**config.mk**
```make
export PLATFORM = sky130hd
export DESIGN_NAME = vga_timing_gen
export DESIGN_NICKNAME = d
export VERILOG_FILES = /design/src/rtl/vga_timing_pkg.sv /design/src/rtl/vga_axis_counter.sv /design/src/rtl/vga_timing_gen.sv
export SDC_FILE = /design/constraint.sdc
export NUM_CORES = 1
export LEC_CHECK = 0
export CORE_MARGIN = 5
export CORE_UTILIZATION = 40
export CTS_BUF_LIST = sky130_fd_sc_hd__clkbuf_4
export DETAILED_ROUTE_END_ITERATION = 8
export PLACE_DENSITY = 0.74
export SLEW_MARGIN = 20
export SYNTH_ARGS = -nofsm -noshare
export SYNTH_HDL_FRONTEND = slang
export SYNTH_HIERARCHICAL = 1
export SYNTH_SLANG_ARGS = --single-unit
```
**constraint.sdc**
```tcl
create_clock -name vga_clk -period 4.2 [get_ports vga_clk]
set_input_delay 0.42 -clock vga_clk [delete_from_list [all_inputs] [get_ports vga_clk]]
set_output_delay 0.42 -clock vga_clk [all_outputs]
set_load 0.03 [all_outputs]
```
**src/rtl/vga_timing_pkg.sv**
```systemverilog
// Shared 640x480@60 timing defaults, axis-total helper and the scan coordinate type.
package vga_timing_pkg;

    localparam int unsigned DEF_H_VISIBLE = 640;
    localparam int unsigned DEF_H_FP      = 16;
    localparam int unsigned DEF_H_SYNC    = 96;
    localparam int unsigned DEF_H_BP      = 48;
    localparam int unsigned DEF_V_VISIBLE = 480;
    localparam int unsigned DEF_V_FP      = 10;
    localparam int unsigned DEF_V_SYNC    = 2;
    localparam int unsigned DEF_V_BP      = 33;

    localparam int unsigned COORD_W   = 10;
    localparam int unsigned MAX_TOTAL = 1 << COORD_W;

    typedef logic [COORD_W-1:0] coord_t;
    // One extra bit so window bounds equal to MAX_TOTAL stay representable.
    typedef logic [COORD_W:0]   span_t;

    function automatic int unsigned axis_total(input int unsigned visible, input int unsigned fp,
                                               input int unsigned sync, input int unsigned bp);
        return visible + fp + sync + bp;
    endfunction

endpackage

```
**src/rtl/vga_axis_counter.sv**
```systemverilog
// One scan axis: counts 0..TOTAL-1 on each tick, flags wrap, visible region and next-count sync window.
// Latency: count is registered; wrap/visible/sync_nxt are combinational. No backpressure.
module vga_axis_counter
    import vga_timing_pkg::*;
#(
    parameter int unsigned VISIBLE = DEF_H_VISIBLE,
    parameter int unsigned FP      = DEF_H_FP,
    parameter int unsigned SYNC    = DEF_H_SYNC,
    parameter int unsigned BP      = DEF_H_BP
) (
    input  logic               vga_clk,
    input  logic               reset,
    input  logic               tick,
    output logic [COORD_W-1:0] count,
    output logic               wrap,
    output logic               visible,
    output logic               sync_nxt
);

    localparam int unsigned TOTAL = axis_total(VISIBLE, FP, SYNC, BP);

    localparam span_t LAST     = span_t'(TOTAL - 1);
    localparam span_t VIS_END  = span_t'(VISIBLE);
    localparam span_t SYNC_BEG = span_t'(VISIBLE + FP);
    localparam span_t SYNC_END = span_t'(VISIBLE + FP + SYNC);

    coord_t count_nxt;

    always_comb begin
        wrap      = tick && ({1'b0, count} == LAST);
        count_nxt = count;
        if (wrap) begin
            count_nxt = '0;
        end else if (tick) begin
            count_nxt = count + 1'b1;
        end
        visible  = ({1'b0, count} < VIS_END);
        // Evaluated on the next count so the registered sync lines up with the count itself.
        sync_nxt = ({1'b0, count_nxt} >= SYNC_BEG) && ({1'b0, count_nxt} < SYNC_END);
    end

    always_ff @(posedge vga_clk or posedge reset) begin
        if (reset) begin
            count <= '0;
        end else begin
            count <= count_nxt;
        end
    end

endmodule

```
**src/rtl/vga_timing_gen.sv**
```systemverilog
// VGA pixel-timing master: DrawX/DrawY counters, registered hs/vs, blank and line/frame pulses; free-running, no backpressure.
// Zero latency vs DrawX; defining VGA_SYNC_DELAY_EN delays hs/vs/blank/frame_start/line_start by one clock.
module vga_timing_gen
    import vga_timing_pkg::*;
#(
    parameter int unsigned H_VISIBLE = DEF_H_VISIBLE,
    parameter int unsigned H_FP      = DEF_H_FP,
    parameter int unsigned H_SYNC    = DEF_H_SYNC,
    parameter int unsigned H_BP      = DEF_H_BP,
    parameter int unsigned V_VISIBLE = DEF_V_VISIBLE,
    parameter int unsigned V_FP      = DEF_V_FP,
    parameter int unsigned V_SYNC    = DEF_V_SYNC,
    parameter int unsigned V_BP      = DEF_V_BP,
    parameter logic        HS_POL    = 1'b0,
    parameter logic        VS_POL    = 1'b0
) (
    input  logic                vga_clk,
    input  logic                reset,
    output logic                hs,
    output logic                vs,
    output logic                blank,
    output logic [COORD_W-1:0]  DrawX,
    output logic [COORD_W-1:0]  DrawY,
    output logic                frame_start,
    output logic                line_start
);

    localparam int unsigned H_TOTAL = axis_total(H_VISIBLE, H_FP, H_SYNC, H_BP);
    localparam int unsigned V_TOTAL = axis_total(V_VISIBLE, V_FP, V_SYNC, V_BP);

    generate
        if (H_TOTAL > MAX_TOTAL || V_TOTAL > MAX_TOTAL) begin : g_total_check
            $error("vga_timing_gen: H_TOTAL/V_TOTAL exceed 10-bit coordinate range");
        end
    endgenerate

    coord_t hc, vc;
    logic   h_wrap, h_vis, h_sync_nxt;
    logic   v_wrap_unused, v_vis, v_sync_nxt;
    logic   hs_q, vs_q;
    logic   h_first, v_first;

    vga_axis_counter #(
        .VISIBLE (H_VISIBLE),
        .FP      (H_FP),
        .SYNC    (H_SYNC),
        .BP      (H_BP)
    ) u_h_axis (
        .vga_clk  (vga_clk),
        .reset    (reset),
        .tick     (1'b1),
        .count    (hc),
        .wrap     (h_wrap),
        .visible  (h_vis),
        .sync_nxt (h_sync_nxt)
    );

    vga_axis_counter #(
        .VISIBLE (V_VISIBLE),
        .FP      (V_FP),
        .SYNC    (V_SYNC),
        .BP      (V_BP)
    ) u_v_axis (
        .vga_clk  (vga_clk),
        .reset    (reset),
        .tick     (h_wrap),
        .count    (vc),
        .wrap     (v_wrap_unused),
        .visible  (v_vis),
        .sync_nxt (v_sync_nxt)
    );

    always_ff @(posedge vga_clk or posedge reset) begin
        if (reset) begin
            hs_q <= ~HS_POL;
            vs_q <= ~VS_POL;
        end else begin
            hs_q <= h_sync_nxt ? HS_POL : ~HS_POL;
            vs_q <= v_sync_nxt ? VS_POL : ~VS_POL;
        end
    end

    assign h_first = (hc == '0);
    assign v_first = (vc == '0);
    assign DrawX   = hc;
    assign DrawY   = vc;

`ifdef VGA_SYNC_DELAY_EN
    logic hs_d, vs_d, blank_d, frame_start_d, line_start_d;

    // Extra stage matches renderers that register colour one clock after DrawX.
    always_ff @(posedge vga_clk or posedge reset) begin
        if (reset) begin
            hs_d          <= ~HS_POL;
            vs_d          <= ~VS_POL;
            blank_d       <= 1'b0;
            frame_start_d <= 1'b0;
            line_start_d  <= 1'b0;
        end else begin
            hs_d          <= hs_q;
            vs_d          <= vs_q;
            blank_d       <= h_vis && v_vis;
            frame_start_d <= h_first && v_first;
            line_start_d  <= h_first;
        end
    end

    assign hs          = hs_d;
    assign vs          = vs_d;
    assign blank       = blank_d;
    assign frame_start = frame_start_d;
    assign line_start  = line_start_d;
`else
    assign hs          = hs_q;
    assign vs          = vs_q;
    assign blank       = h_vis && v_vis && !reset;
    assign frame_start = h_first && v_first && !reset;
    assign line_start  = h_first && !reset;
`endif

endmodule

```
# [Word-level counts from Yosys, hierarchy flattened]
# Index checks and enable logic that the tools add are counted.
[classes] n_addsub=2 mul=0 div=0 n_lt_le_gt_ge=6 eq_ne=2 n_shift=0 muxes=5 bitwise_logic=0 reduce_logical=11
[ops] op="$mux W10" count=3
[ops] op="$add A10 B1 Y10 const B" count=2
[ops] op="$eq A10 B10 Y1 const B" count=2
[ops] op="$logic_not A10 Y1" count=2
[ops] op="$lt A10 B10 Y1 const B" count=2
[ops] op="$lt A10 B9 Y1 const B" count=2
[ops] op="$ge A10 B10 Y1 const B" count=1
[ops] op="$ge A10 B9 Y1 const B" count=1
[ops] op="$logic_and A1 B1 Y1" count=8
[ops] op="$mux W1" count=2
[ops] op="$logic_not A1 Y1" count=1
[totals] reg_bits=22 latchBits=0 mem_bits_rw=0 romBits=0 in_bits=2 output_inout_bits=25 word_cells=30 memories=0

# [Logic depth before layout (Yosys ltp)]
[depth] ltp_word=6 depth_mapped=11 mapped_depth_nobuf=9

# [Cells and area by module]
# Netlist, hierarchy kept.
[by_module_without_submodules] mod="vga_axis_counter at u_v_axis" instances=1 cells_each=76 area_each_um2=689.4 seq_area_each_um2=250.2
[by_module_without_submodules] mod="vga_axis_counter at u_h_axis" instances=1 cells_each=53 area_each_um2=585.6 seq_area_each_um2=250.2
[by_module_without_submodules] mod="vga_timing_gen" instances=1 cells_each=15 area_each_um2=127.6 seq_area_each_um2=52.6

# [Worst setup path after synthesis]
# No wires, ideal clock.
[synth_path] kind="register -> register" startpoint="register u_h_axis.count[0]" endpoint="register vs_q, in the netlist vs" setup_ns=0.082 arrival_time_ns=2.557 t_required_ns=4.118 slack_ns=1.561 stages_incl_launch_ff=12 n_path_buf=2 period_less_slack_ns=2.639 path_cell_list="dfrtp_1 > ha_1 > nand3_2 > or4_1 > nor3_1 > buf_4 > and4_4 > buf_6 > nand4_1 > o311ai_1 > nor4bb_1 > inv_1"
[synth_between] elab_chain_cells=6 word_cells_on_any_way=8 cone_classes="order compare: 2; eq/ne: 1; mux: 3; reduce/logical: 2"
[synth_lines] element="from (decl)" line="vga_axis_counter.sv:14" source="output logic [COORD_W-1:0] count,"
[synth_lines] element="from (signal assigned)" line="vga_axis_counter.sv:46" source="count <= count_nxt;"
[synth_lines] element="$eq A10 B10 Y1 (*)" line="vga_axis_counter.sv:30" source="wrap = tick && ({1'b0, count} == LAST);"
[synth_lines] element="named net h_wrap" line="vga_timing_gen.sv:38" source="logic h_wrap, h_vis, h_sync_nxt;"
[synth_lines] element="$mux W10 or $logic_and A1 B1 Y1 (tied branches)" line="vga_axis_counter.sv:34, vga_axis_counter.sv:30"
[synth_lines] element="$mux W10 (*)" line="vga_axis_counter.sv:32" source="if (wrap) begin"
[synth_lines] element="$ge A10 B9 Y1 or $lt A10 B9 Y1 (tied branches)" line="vga_axis_counter.sv:39" source="sync_nxt = ({1'b0, count_nxt} >= SYNC_BEG) && ({1'b0, count_nxt} < SYNC_END);"
[synth_lines] element="$logic_and A1 B1 Y1 (*)" line="vga_axis_counter.sv:39"
[synth_lines] element="named net v_sync_nxt" line="vga_timing_gen.sv:39" source="logic v_wrap_unused, v_vis, v_sync_nxt;"
[synth_lines] element="$mux W1 (*)" line="vga_timing_gen.sv:79" source="vs_q <= v_sync_nxt ? VS_POL : ~VS_POL;"
[synth_lines] element="to (signal assigned)" line="vga_timing_gen.sv:76" source="vs_q <= ~VS_POL;"
[synth_lines] element="to (signal assigned)" line="vga_timing_gen.sv:79"
[synth_lines] element="to (decl)" line="vga_timing_gen.sv:40" source="logic hs_q, vs_q;"
# The timed path passes the listed nets; every way through them passes the cells marked *.

# [Worst setup path in the final report]
# Same ends and word-level chain as after synthesis.

==> metrics.csv <==
metric,value,unit
worstSetupPathType,reg -> reg,
holdWs,0.499,ns
core,3360,um^2
cts_made_buffers,3,
clockBufferDepth,2,
path_cells,ha_1 -> nand3_2 -> or4_1 -> nor3_1 -> and4_4 -> nand4_1 -> o311ai_1 -> nor4bb_1 -> inv_1,
worstPathArrival,3.37,ns
first_iter_violations,163,
synth.distinct_cells,45,
via_count,1153,
clockRootBuffer,clkbuf_4,
min_period,3.13,ns
grt_pass1_vias,1108,
synth-xor-area-share,0.112,
n_antenna_cell,0,
fin_ws,1.07,ns
synthMuxAreaShare,0.00714,
antenna_found_initial,0,
io_pins,27,
die_area,4790,um^2
cp_max_fo,10,
outcome,"finished, final reports clean",
max-slew-margin-rel,0.413,
detail_route.wl_per_cell,14.7,um
worstSkewPairLatency,0.31,ns
seq_area_frac_synth,0.394,
maxCapViolCount,0,
syn_area,1400,um^2
yosys.area_share.simple,0.288,
rsz0062_at_grt,false,
cts.sinks,22,
detail-route-antenna-nets,0,
cts_tree,done,
area_delta_synth_final,19.0,%
final_design_area_no_fill,1670,um^2
yosysWarnings,6,
fmax,320,MHz
rows,21,
via_per_inst,5.49,
place.gp.congestion,0.864,
cts_max_level,1,
nets,170,
io_buffer_count,26,
crit_slowest_cell,nor3_1,
yosys.area_share.adder,0.0268,
syn_inst,144,
critical-path-max-stage-delay,0.72,ns
grt_max_degree,13,
hp-class,in -> async,
synth.avg_cell_area,9.74,um^2
firstDrtPassIters,4,
finalSetupTns,0,ns
ir_drop,0.311,mV
initial_core_util,0.417,
final_layout_size_suffix_gt1_frac,0.0915,
total_power,0.691,mW
routed_wl,3100,um
overflow,0,
clk_pin_slew,0.13,ns
synth-compound-area-share,0.0901,
syn_nets,149,
tightest_slew,0.874,ns
leakagePower,0.690,nW
cp-end-kind,register,
fp.dieW,69.2,um
p_per_area,414,nW/um^2
skew,0.00833,ns
hold_buffers,0,
ys_seq_elements,22,
required,4.44,ns
grt_use_total,0.132,
grt_pass1_wl,5290,um
fillCellCount,321,
die_h,69.2,um
report.final.hold_viol_count,0,
slew_violations,0,
placed_cell_area,1640,um^2
setup_viol,0,
drc,0,
cts_post_setup_buffers_inserted,0,
cp-start-kind,register,
dp_hpwl,2300,um
place_worst_setup_slack,1.14,ns
cts-resized-gates,0,
synth_top_family_by_area,simple AND/OR/NAND/NOR gates,
fin_crit_sh,0.744,
-- logic make-up after synthesis --
logic type,after synthesis
other,1
flip-flops,22
AO/OA/AOI/OAI,16
XOR/XNOR,17
adder cells (fa/ha/maj),3
AND/OR/NAND/NOR,65
multiplexers,1
buffers and inverters,19
-- path summary, 6_finish.rpt --
check	endpoint	slack (ns)	startpoint	depth (start not counted)
setup reg to reg	vs$_DFF_PP1_	1.07	u_h_axis/count[0]$_DFF_PP0_	9
hold reg to reg	u_v_axis/count[7]$_DFF_PP0_	0.58	u_v_axis/count[7]$_DFF_PP0_	1
min in group vga_clk	u_v_axis/count[7]$_DFF_PP0_	0.58	u_v_axis/count[7]$_DFF_PP0_	1
hold / removal	u_h_axis/count[3]$_DFF_PP0_	0.50	reset	2
max in group asynchronous	u_v_axis/count[5]$_DFF_PP0_	3.40	reset	2
setup / recovery	vs$_DFF_PP1_	1.07	u_h_axis/count[0]$_DFF_PP0_	9
-- layout by cell type, fill, tap and decap left out, drive strengths merged, types with 2 or more instances in the layout --
cell / synthesis / routed
nor4: 3 / 3
xnor2: 11 / 11
clkbuf: 2 / 3
xor2: 6 / 6
ha: 3 / 3
nand2: 10 / 10
a21oi: 2 / 2
clkdlybuf4s50: 0 / 26
nand3: 6 / 6
inv: 9 / 9
or4: 2 / 2
and3: 5 / 5
dfstp: 2 / 2
nor2: 13 / 13
o21ai: 5 / 5
dfrtp: 20 / 20
nand4: 10 / 10
nor3: 8 / 8
o31ai: 2 / 2
-- state kept, by name, summed over array words and instances, names as in the netlist --
signal	count
u_h_axis/count	10
hs	1
u_v_axis/count	10
vs	1
-- routing by layer --
| metal | wire length (um) | share of wire | vias to the layer above | GRT usage |
|---|---|---|---|---|
| li1 | - | - | 547 | - |
| met1 | 1340 | 0.43 | 559 | 0.166 |
| met2 | 1540 | 0.50 | 43 | 0.216 |
| met3 | 204 | 0.066 | 4 | 0.0478 |
| met4 | 21 | 0.0068 | 0 | 0.0260 |
| met5 | 0 | 0 | - | 0 |
-- area by class of cell --
class                           instances  area (um^2)  area share
Sequential cell                        22          553       0.331
Clock inverter                          1         3.75     0.00225
Multi-Input combinational cell        103          738       0.442
Clock buffer                            3         22.5      0.0135
Tap cell                               46         57.6      0.0345
Timing Repair Buffer                   26          260       0.156
Inverter                                9         33.8      0.0202
-- cell usage after synthesis (all sizes together) --
cell type | n | share of area
a21bo | 1 | 0.0071
a21oi | 2 | 0.0071
a31o | 1 | 0.0062
a32oi | 1 | 0.0062
a41o | 1 | 0.0071
and2 | 1 | 0.0045
and3 | 5 | 0.026
and4 | 1 | 0.0080
and4b | 1 | 0.0071
and4bb | 1 | 0.0089
buf | 8 | 0.050
clkbuf | 2 | 0.0054
conb | 1 | 0.0027
dfrtp | 20 | 0.36
dfstp | 2 | 0.037
ha | 3 | 0.027
inv | 9 | 0.024
mux2i | 1 | 0.0071
nand2 | 10 | 0.027
nand3 | 6 | 0.025
nand4 | 10 | 0.055
nand4b | 1 | 0.0062
nor2 | 13 | 0.035
nor3 | 8 | 0.032
nor4 | 3 | 0.013
nor4b | 1 | 0.017
nor4bb | 1 | 0.0071
o211a | 1 | 0.0071
o21ai | 5 | 0.018
o22ai | 1 | 0.0045
o311ai | 1 | 0.0062
o31ai | 2 | 0.021
or2b | 1 | 0.0054
or4 | 2 | 0.011
xnor2 | 11 | 0.074
xor2 | 6 | 0.037
-- report_power, final --
part	internal, mW	switching, mW	leakage (nW)	total (mW)
Combinational	0.123	0.157	0.386	0.280
Sequential	0.244	0.0670	0.289	0.311
Clock	0.0347	0.0661	0.0154	0.101
-- metrics by stage --
stage / util / instances
floorplan: - / 144
global placement: 0.488 / 206
detailed placement: 0.488 / 206
CTS: 0.496 / 210
global route: 0.496 / 210
finish: 0.496 / 210
-- worst max-delay path: cells and delay by family (launching register included) --
| family | cells | cell delay (ns) |
|---|---|---|
| AND/OR/NAND/NOR | 6 | 2.14 |
| buffers and inverters | 1 | 0.07 |
| AO/OA/AOI/OAI | 1 | 0.10 |
| flip-flops | 1 | 0.50 |
| adder cells (fa/ha/maj) | 1 | 0.24 |
Note: power is estimated with default switching activity, not from simulation.
